## src/rtl/alu_issue_queue_pkg.sv

```systemverilog
// alu_issue_queue_pkg: shared opcode, instruction and FSM types for the ALU issue queue.
package alu_issue_queue_pkg;
  localparam int DATA_W = 32;

  typedef enum logic [2:0] {ADD, SUB, MUL, AND_OP, OR_OP, XOR_OP} opcode_t;

  typedef struct packed {
    opcode_t           opcode;
    logic [DATA_W-1:0] a;
    logic [DATA_W-1:0] b;
  } instruction_t;

  typedef enum logic [1:0] {IDLE, RUN, FLUSH} state_t;

  // Value the ALU should return; logical ops are not predicted and expect 0
  function automatic logic [DATA_W-1:0] ref_result(instruction_t i);
    return i.opcode == ADD ? i.a + i.b
         : i.opcode == SUB ? i.a - i.b
         : i.opcode == MUL ? i.a * i.b
         : '0;
  endfunction
endpackage

```

## src/rtl/issue_fifo.sv

```systemverilog
// issue_fifo: DEPTH-entry instruction FIFO with synchronous clear and occupancy count.
module issue_fifo
  import alu_issue_queue_pkg::*;
#(
  parameter int DEPTH = 4
) (
  input  logic                         clock,
  input  logic                         resetN,
  input  logic                         clear_i,
  input  logic                         push_i,
  input  logic                         pop_i,
  input  instruction_t                 wdata_i,
  output instruction_t                 rdata_o,
  output logic                         full_o,
  output logic                         empty_o,
  output logic [$clog2(DEPTH+1)-1:0]   count_o
);
  localparam int AW = $clog2(DEPTH);
  localparam int CW = $clog2(DEPTH + 1);

  instruction_t   mem_q [DEPTH];
  logic [AW-1:0]  wr_q, rd_q;
  logic [CW-1:0]  count_q;

  always_ff @(posedge clock or negedge resetN)
    if (!resetN) begin
      wr_q    <= '0;
      rd_q    <= '0;
      count_q <= '0;
    end else if (clear_i) begin
      wr_q    <= '0;
      rd_q    <= '0;
      count_q <= '0;
    end else begin
      if (push_i) wr_q <= wr_q + 1'b1;
      if (pop_i) rd_q <= rd_q + 1'b1;
      if (push_i && !pop_i) count_q <= count_q + 1'b1;
      else if (pop_i && !push_i) count_q <= count_q - 1'b1;
    end

  always_ff @(posedge clock)
    if (push_i && !clear_i) mem_q[wr_q] <= wdata_i;

  assign rdata_o = mem_q[rd_q];
  assign full_o  = count_q == CW'(DEPTH);
  assign empty_o = count_q == '0;
  assign count_o = count_q;
endmodule

```

## src/rtl/alu_issue_queue.sv

```systemverilog
// alu_issue_queue: buffers ALU instructions, issues one per cycle, captures results after ALU_LATENCY.
// Define ALU_ISSUE_SCOREBOARD_EN to add the result scoreboard (mismatch, err_count).
module alu_issue_queue
  import alu_issue_queue_pkg::*;
#(
  parameter int DEPTH       = 4,
  parameter int ALU_LATENCY = 1
) (
  input  logic                         clock,
  input  logic                         resetN,
  input  logic                         in_valid,
  output logic                         in_ready,
  input  instruction_t                 in_inst,
  input  logic                         flush,
  output instruction_t                 iw,
  output logic                         iw_valid,
  input  logic [31:0]                  alu_result,
  output logic                         out_valid,
  output logic [31:0]                  out_result,
  output opcode_t                      out_opcode,
  output logic [$clog2(DEPTH+1)-1:0]   count,
  output logic                         busy
`ifdef ALU_ISSUE_SCOREBOARD_EN
  ,
  output logic                         mismatch,
  output logic [15:0]                  err_count
`endif
);
  state_t                  state_q, state_d;
  logic                    push, pop, full, empty, pipe_empty, cap;
  instruction_t            head, iw_q;
  logic                    iw_valid_q, out_valid_q;
  logic [ALU_LATENCY-1:0]  tv_q;
  opcode_t                 top_q [ALU_LATENCY];
  logic [DATA_W-1:0]       out_result_q;
  opcode_t                 out_opcode_q;

  issue_fifo #(.DEPTH(DEPTH)) u_fifo (
    .clock   (clock),
    .resetN  (resetN),
    .clear_i (flush),
    .push_i  (push),
    .pop_i   (pop),
    .wdata_i (in_inst),
    .rdata_o (head),
    .full_o  (full),
    .empty_o (empty),
    .count_o (count)
  );

  always_ff @(posedge clock or negedge resetN)
    if (!resetN) state_q <= IDLE;
    else state_q <= state_d;

  always_comb
    state_d = flush ? FLUSH
            : state_q == FLUSH ? IDLE
            : (state_q == IDLE && push) ? RUN
            : (state_q == RUN && empty && !push && pipe_empty) ? IDLE
            : state_q;

  always_comb begin
    in_ready   = !full && state_q != FLUSH;
    busy       = state_q != IDLE;
    push       = in_valid && in_ready && !flush;
    pop        = state_q == RUN && !empty && !flush;
    pipe_empty = !iw_valid_q && tv_q == '0;
    cap        = tv_q[ALU_LATENCY-1];
  end

  // Stage 0 of the tag pipe is iw itself; tv_q holds stages 1..ALU_LATENCY
  always_ff @(posedge clock or negedge resetN)
    if (!resetN) begin
      iw_q         <= '0;
      iw_valid_q   <= 1'b0;
      tv_q         <= '0;
      out_valid_q  <= 1'b0;
      out_result_q <= '0;
      out_opcode_q <= ADD;
    end else if (flush) begin
      iw_valid_q   <= 1'b0;
      tv_q         <= '0;
      out_valid_q  <= 1'b0;
    end else begin
      if (pop) iw_q <= head;
      iw_valid_q  <= pop;
      tv_q        <= ALU_LATENCY'({tv_q, iw_valid_q});
      out_valid_q <= cap;
      if (cap) begin
        out_result_q <= alu_result;
        out_opcode_q <= top_q[ALU_LATENCY-1];
      end
    end

  always_ff @(posedge clock) begin
    top_q[0] <= iw_q.opcode;
    for (int i = 1; i < ALU_LATENCY; i++) top_q[i] <= top_q[i-1];
  end

  assign iw         = iw_q;
  assign iw_valid   = iw_valid_q;
  assign out_valid  = out_valid_q;
  assign out_result = out_result_q;
  assign out_opcode = out_opcode_q;

`ifdef ALU_ISSUE_SCOREBOARD_EN
  logic [DATA_W-1:0] exp_q [ALU_LATENCY];
  logic              mismatch_q, bad;
  logic [15:0]       err_q;

  assign bad = cap && alu_result != exp_q[ALU_LATENCY-1];

  always_ff @(posedge clock) begin
    exp_q[0] <= ref_result(iw_q);
    for (int i = 1; i < ALU_LATENCY; i++) exp_q[i] <= exp_q[i-1];
  end

  always_ff @(posedge clock or negedge resetN)
    if (!resetN) begin
      mismatch_q <= 1'b0;
      err_q      <= '0;
    end else if (flush) begin
      mismatch_q <= 1'b0;
      err_q      <= '0;
    end else begin
      mismatch_q <= bad;
      if (bad && err_q != '1) err_q <= err_q + 1'b1;
    end

  assign mismatch  = mismatch_q;
  assign err_count = err_q;
`endif
endmodule

```

## config.mk

```make
export PLATFORM = sky130hd
export DESIGN_NAME = alu_issue_queue
export DESIGN_NICKNAME = d
export VERILOG_FILES = /design/src/rtl/alu_issue_queue_pkg.sv /design/src/rtl/issue_fifo.sv /design/src/rtl/alu_issue_queue.sv
export SDC_FILE = /design/constraint.sdc
export NUM_CORES = 1
export LEC_CHECK = 0
export ABC_AREA = 1
export CAP_MARGIN = 15
export CORE_MARGIN = 4
export CORE_UTILIZATION = 54
export CTS_CLUSTER_DIAMETER = 150
export DETAILED_ROUTE_END_ITERATION = 8
export PLACE_DENSITY = 0.89
export SETUP_SLACK_MARGIN = 0.5
export SLEW_MARGIN = 5
export SYNTH_ARGS = -nofsm -noshare
export SYNTH_HDL_FRONTEND = slang
export SYNTH_SLANG_ARGS = --single-unit
```

## constraint.sdc

```tcl
create_clock -name clock -period 5 [get_ports clock]
set_input_delay 0.75 -clock clock [delete_from_list [all_inputs] [get_ports clock]]
set_output_delay 0.75 -clock clock [all_outputs]
set_load 0.02 [all_outputs]
```

==> run_results.csv <==
group,metric,value,unit
worst_hold_path,hold_path_class,"input port to asynchronous set/reset pin",
synth,synth-compound-area-share,7.91,%
global_route,antenna_found_initial,0,
synth,syn_inst,1024,
synth,synth_area,14500,µm²
synth,netlist.area_leader.share,55.5,%
synth,synth-simple-area-share,7.58,%
final_layout,diodes,0,
power_and_ir_drop,power.switching,0.00263,W
place,portBuffers,211,
timing,drv_slew,0,
synth,ys_warn_count,0,
die,die_h,172,µm
global_route,grt_pass1_vias,9174,
clocking,cts_tree,"built",
clocking,cts.clk_slew.worst_paths,0.06,ns
synth,synth-xor-area-share,0.0604,%
synth,syn-num-nets,1132,
power_and_ir_drop,pwr-share-clk,30.0,%
clocking,post_cts_buffers,0,
final_layout,drive_gt1_share,12.6,%
final_layout,regArea,11000,µm²
power_and_ir_drop,netSwitchingFraction,27.8,%
clocking,cts_max_path_buffers,3,
synth,synth.distinct_cells,32,
drt,drt_iter0_drc,705,
final_layout,syn_to_final_growth,24.8,%
die,ios,212,
synth,synth_top_area_cell,"edfxtp_1",
die,fp.dieW,172,µm
synth,synthMuxAreaShare,5.69,%
final_layout,fillers,1682,
power_and_ir_drop,seqPwrFrac,44.7,%
drt,vias,8909,
timing,period_needed,2.96,ns
power_and_ir_drop,p_comb_share,25.3,%
synth,syn_avg_cell_area,14.2,µm²
timing,relSlewSlack,22.4,%
clocking,hold_buffers,0,
setup_path,r2r-start,"u_fifo.rd_q[0]$_DFFE_PN0P_",
setup_path,reg2reg_to,"iw[18]$_DFFE_PN0P_",
drt,routed_via_density,5.59,
global_route,grt_overflow,0,
timing,period_share,59.2,%
final_layout,fin_nets,1337,
global_route,grt_pass1_wl,47900,µm
die,die_area,29600,µm²
timing,fin_tns_setup,0,ns
clocking,clk_latency,0.51,ns
drt,drtAntennaViolNets,0,
timing,fin_skew,0.0292,ns
die,core_region_area,26300,µm²
synth,synth_fa_ha_area_share,0.483,%
drt,wirelength,31100,µm
clocking,cts_resized,0,
clocking,cts-buffers-inserted,38,
timing,worst_slew_pin_slew,1.16,ns
setup_path,critPathMaxFanout,29,
power_and_ir_drop,peakVddDrop,0.000342,V
outcome,outcome,"completed",
place,place_congestion,0.815,
final_layout,multi_input_area,3180,µm²
setup_path,worstRegToRegCells,5,
global_route,grt_max_degree,79,
timing,max_freq,338,MHz
final_layout,design_area,18100,µm²
place,place_area,16800,µm²
die,start_util,55.2,%
setup_path,cp-start-kind,"input port",
drt,first_pass_iters,6,
synth,synthTopCellsByArea,"edfxtp_1 55%, dfrtp_1 20%, o21ai_0 4.7%, mux2_2 3.7%, nor2_1 3.6%",
setup_path,worstSetupPathType,"input port to flop",
clocking,cts_sinks,385,
setup_path,required,5.16,ns
power_and_ir_drop,pwr_density_cell,522,nW/µm²
drt,drc,0,
synth,ys_seq_area_share,75.5,%
clocking,root_buffer,"clkbuf_16",
global_route,groute.usage.overall,20.6,%
power_and_ir_drop,leakage,6.77,nW
timing,setup_viol,0,
synth,synth_top_family_by_area,"compound AO/OA/AOI/OAI gates",
die,rows,59,
final_layout,utilization,68.9,%
drt,routedWlPerCell,19.5,µm
timing,hold_viol,0,
setup_path,crit_arrival,3.12,ns
synth,ys_seq_elements,385,
power_and_ir_drop,intPower,0.00682,W
run,maxCapViolCount,0,
place,hpwl,18700,µm
setup_path,endpoint_kind,"flop",
timing,hold_ws,0.355,ns
setup_path,regToRegSetupSlack,2.23,ns
clocking,htree_num_levels,2,
timing,rsz0062_at_grt,"false",
-- flip-flops by register name (all words and copies together), names as in the netlist --
signal / cells
out_result: 32
cap: 1
out_valid: 1
u_fifo.mem_q: 268
state_q: 2
out_opcode: 3
u_fifo.rd_q: 2
iw_valid: 1
u_fifo.count_o: 3
u_fifo.wr_q: 2
iw: 67
top_q: 3
-- final cells by class --
cell class / count / area share, %
Multi-Input combinational cell: 562 / 17.6
Clock buffer: 49 / 5.87
Inverter: 20 / 0.428
Clock inverter: 20 / 1.14
Tap cell: 335 / 2.31
Sequential cell: 385 / 60.6
Timing Repair Buffer: 222 / 12.1
-- placed cells by master (no fill, tap or decap), types with 6 or more instances in the layout --
cell and n:
o21ai_0 135, dfrtp_1 112, clkdlybuf4s50_1 210, buf_4 12, o21ai_1 6, inv_1 16, edfxtp_1 268, nand3_1 7
clkbuf_16 39, mux2_2 48, mux2_4 19, nand2_1 120, nor2_1 137, clkinv_2 10, o22ai_1 67
-- power groups by stage --
| stage | Clock [W] | Combinational [W] | Sequential (W) |
|---|---|---|---|
| 6_report | 0.00283 | 0.00239 | 0.00423 |
| 5_1_grt | 0.00303 | 0.00256 | 0.00429 |
| 4_1_cts | 0.00288 | 0.00242 | 0.00423 |
| 3_5_place_dp | 0 | 0.00241 | 0.00429 |
| 3_3_place_gp | 0 | 0.00234 | 0.00427 |
| 2_1_floorplan | 0 | 0.000732 | 0.00475 |
-- metrics by stage --
step | setup slack [ns] | std cells | total power, W
after detailed placement | 1.49 | 1524 | 0.00669
after global routing | 1.81 | 1593 | 0.00988
after CTS | 2.03 | 1593 | 0.00953
after global placement | 1.58 | 1524 | 0.00661
after floorplan | 0.404 | 1024 | 0.00548
final | 2.04 | 1593 | 0.00945
-- per-layer routing --
layer,share of wire [%],wire length (µm),up-vias,global-route usage (%)
met5,0,0,-,0
met4,2.6,814,0,6.73
met3,7.7,2390,59,4.16
met2,48,15000,356,34.9
met1,41,12800,4397,27.1
li1,-,-,4097,-
-- synthesized netlist by cell type (all sizes together) --
library cell and instances:
o21ai 141, inv 20, nor3 1, nand4 1, a21oi 3, edfxtp 268
dfrtp 114, nand2 122, mux2 67, clkbuf 28, o21bai 1, nor2 145
or2 1, buf 29, fa 1, o22ai 67, nand3 7, xnor2 1
ha 4, dfxtp 3
-- how the worst max path moves through the flow --
stage           from                       endpoint  slack (ns)  cells after the start
3_3_place_gp   flush  u_fifo.mem_q[1][36]$_DFFE_PP_        1.58                      5
2_1_floorplan  flush   u_fifo.mem_q[0][0]$_DFFE_PP_        0.40                      4
4_1_cts        flush  u_fifo.mem_q[1][48]$_DFFE_PP_        2.03                      5
3_5_place_dp   flush  u_fifo.mem_q[1][36]$_DFFE_PP_        1.49                      5
5_1_grt        flush  u_fifo.mem_q[1][23]$_DFFE_PP_        1.81                      5
6_report       flush  u_fifo.mem_q[1][55]$_DFFE_PP_        2.04                      5
-- critical path: stages --
cell             delay [ns]
clkdlybuf4s50_1        0.62
inv_1                  0.29
nand4_2                0.37
nor2_4                 0.56
buf_4                  0.50
-- logic make-up after synthesis --
family,count (synthesis)
flip-flops,385
multiplexers,67
adder cells (fa/ha/maj),5
AO/OA/AOI/OAI,212
buffers and inverters,77
AND/OR/NAND/NOR,277
XOR/XNOR,1
Power figures use the tool's default switching activity.
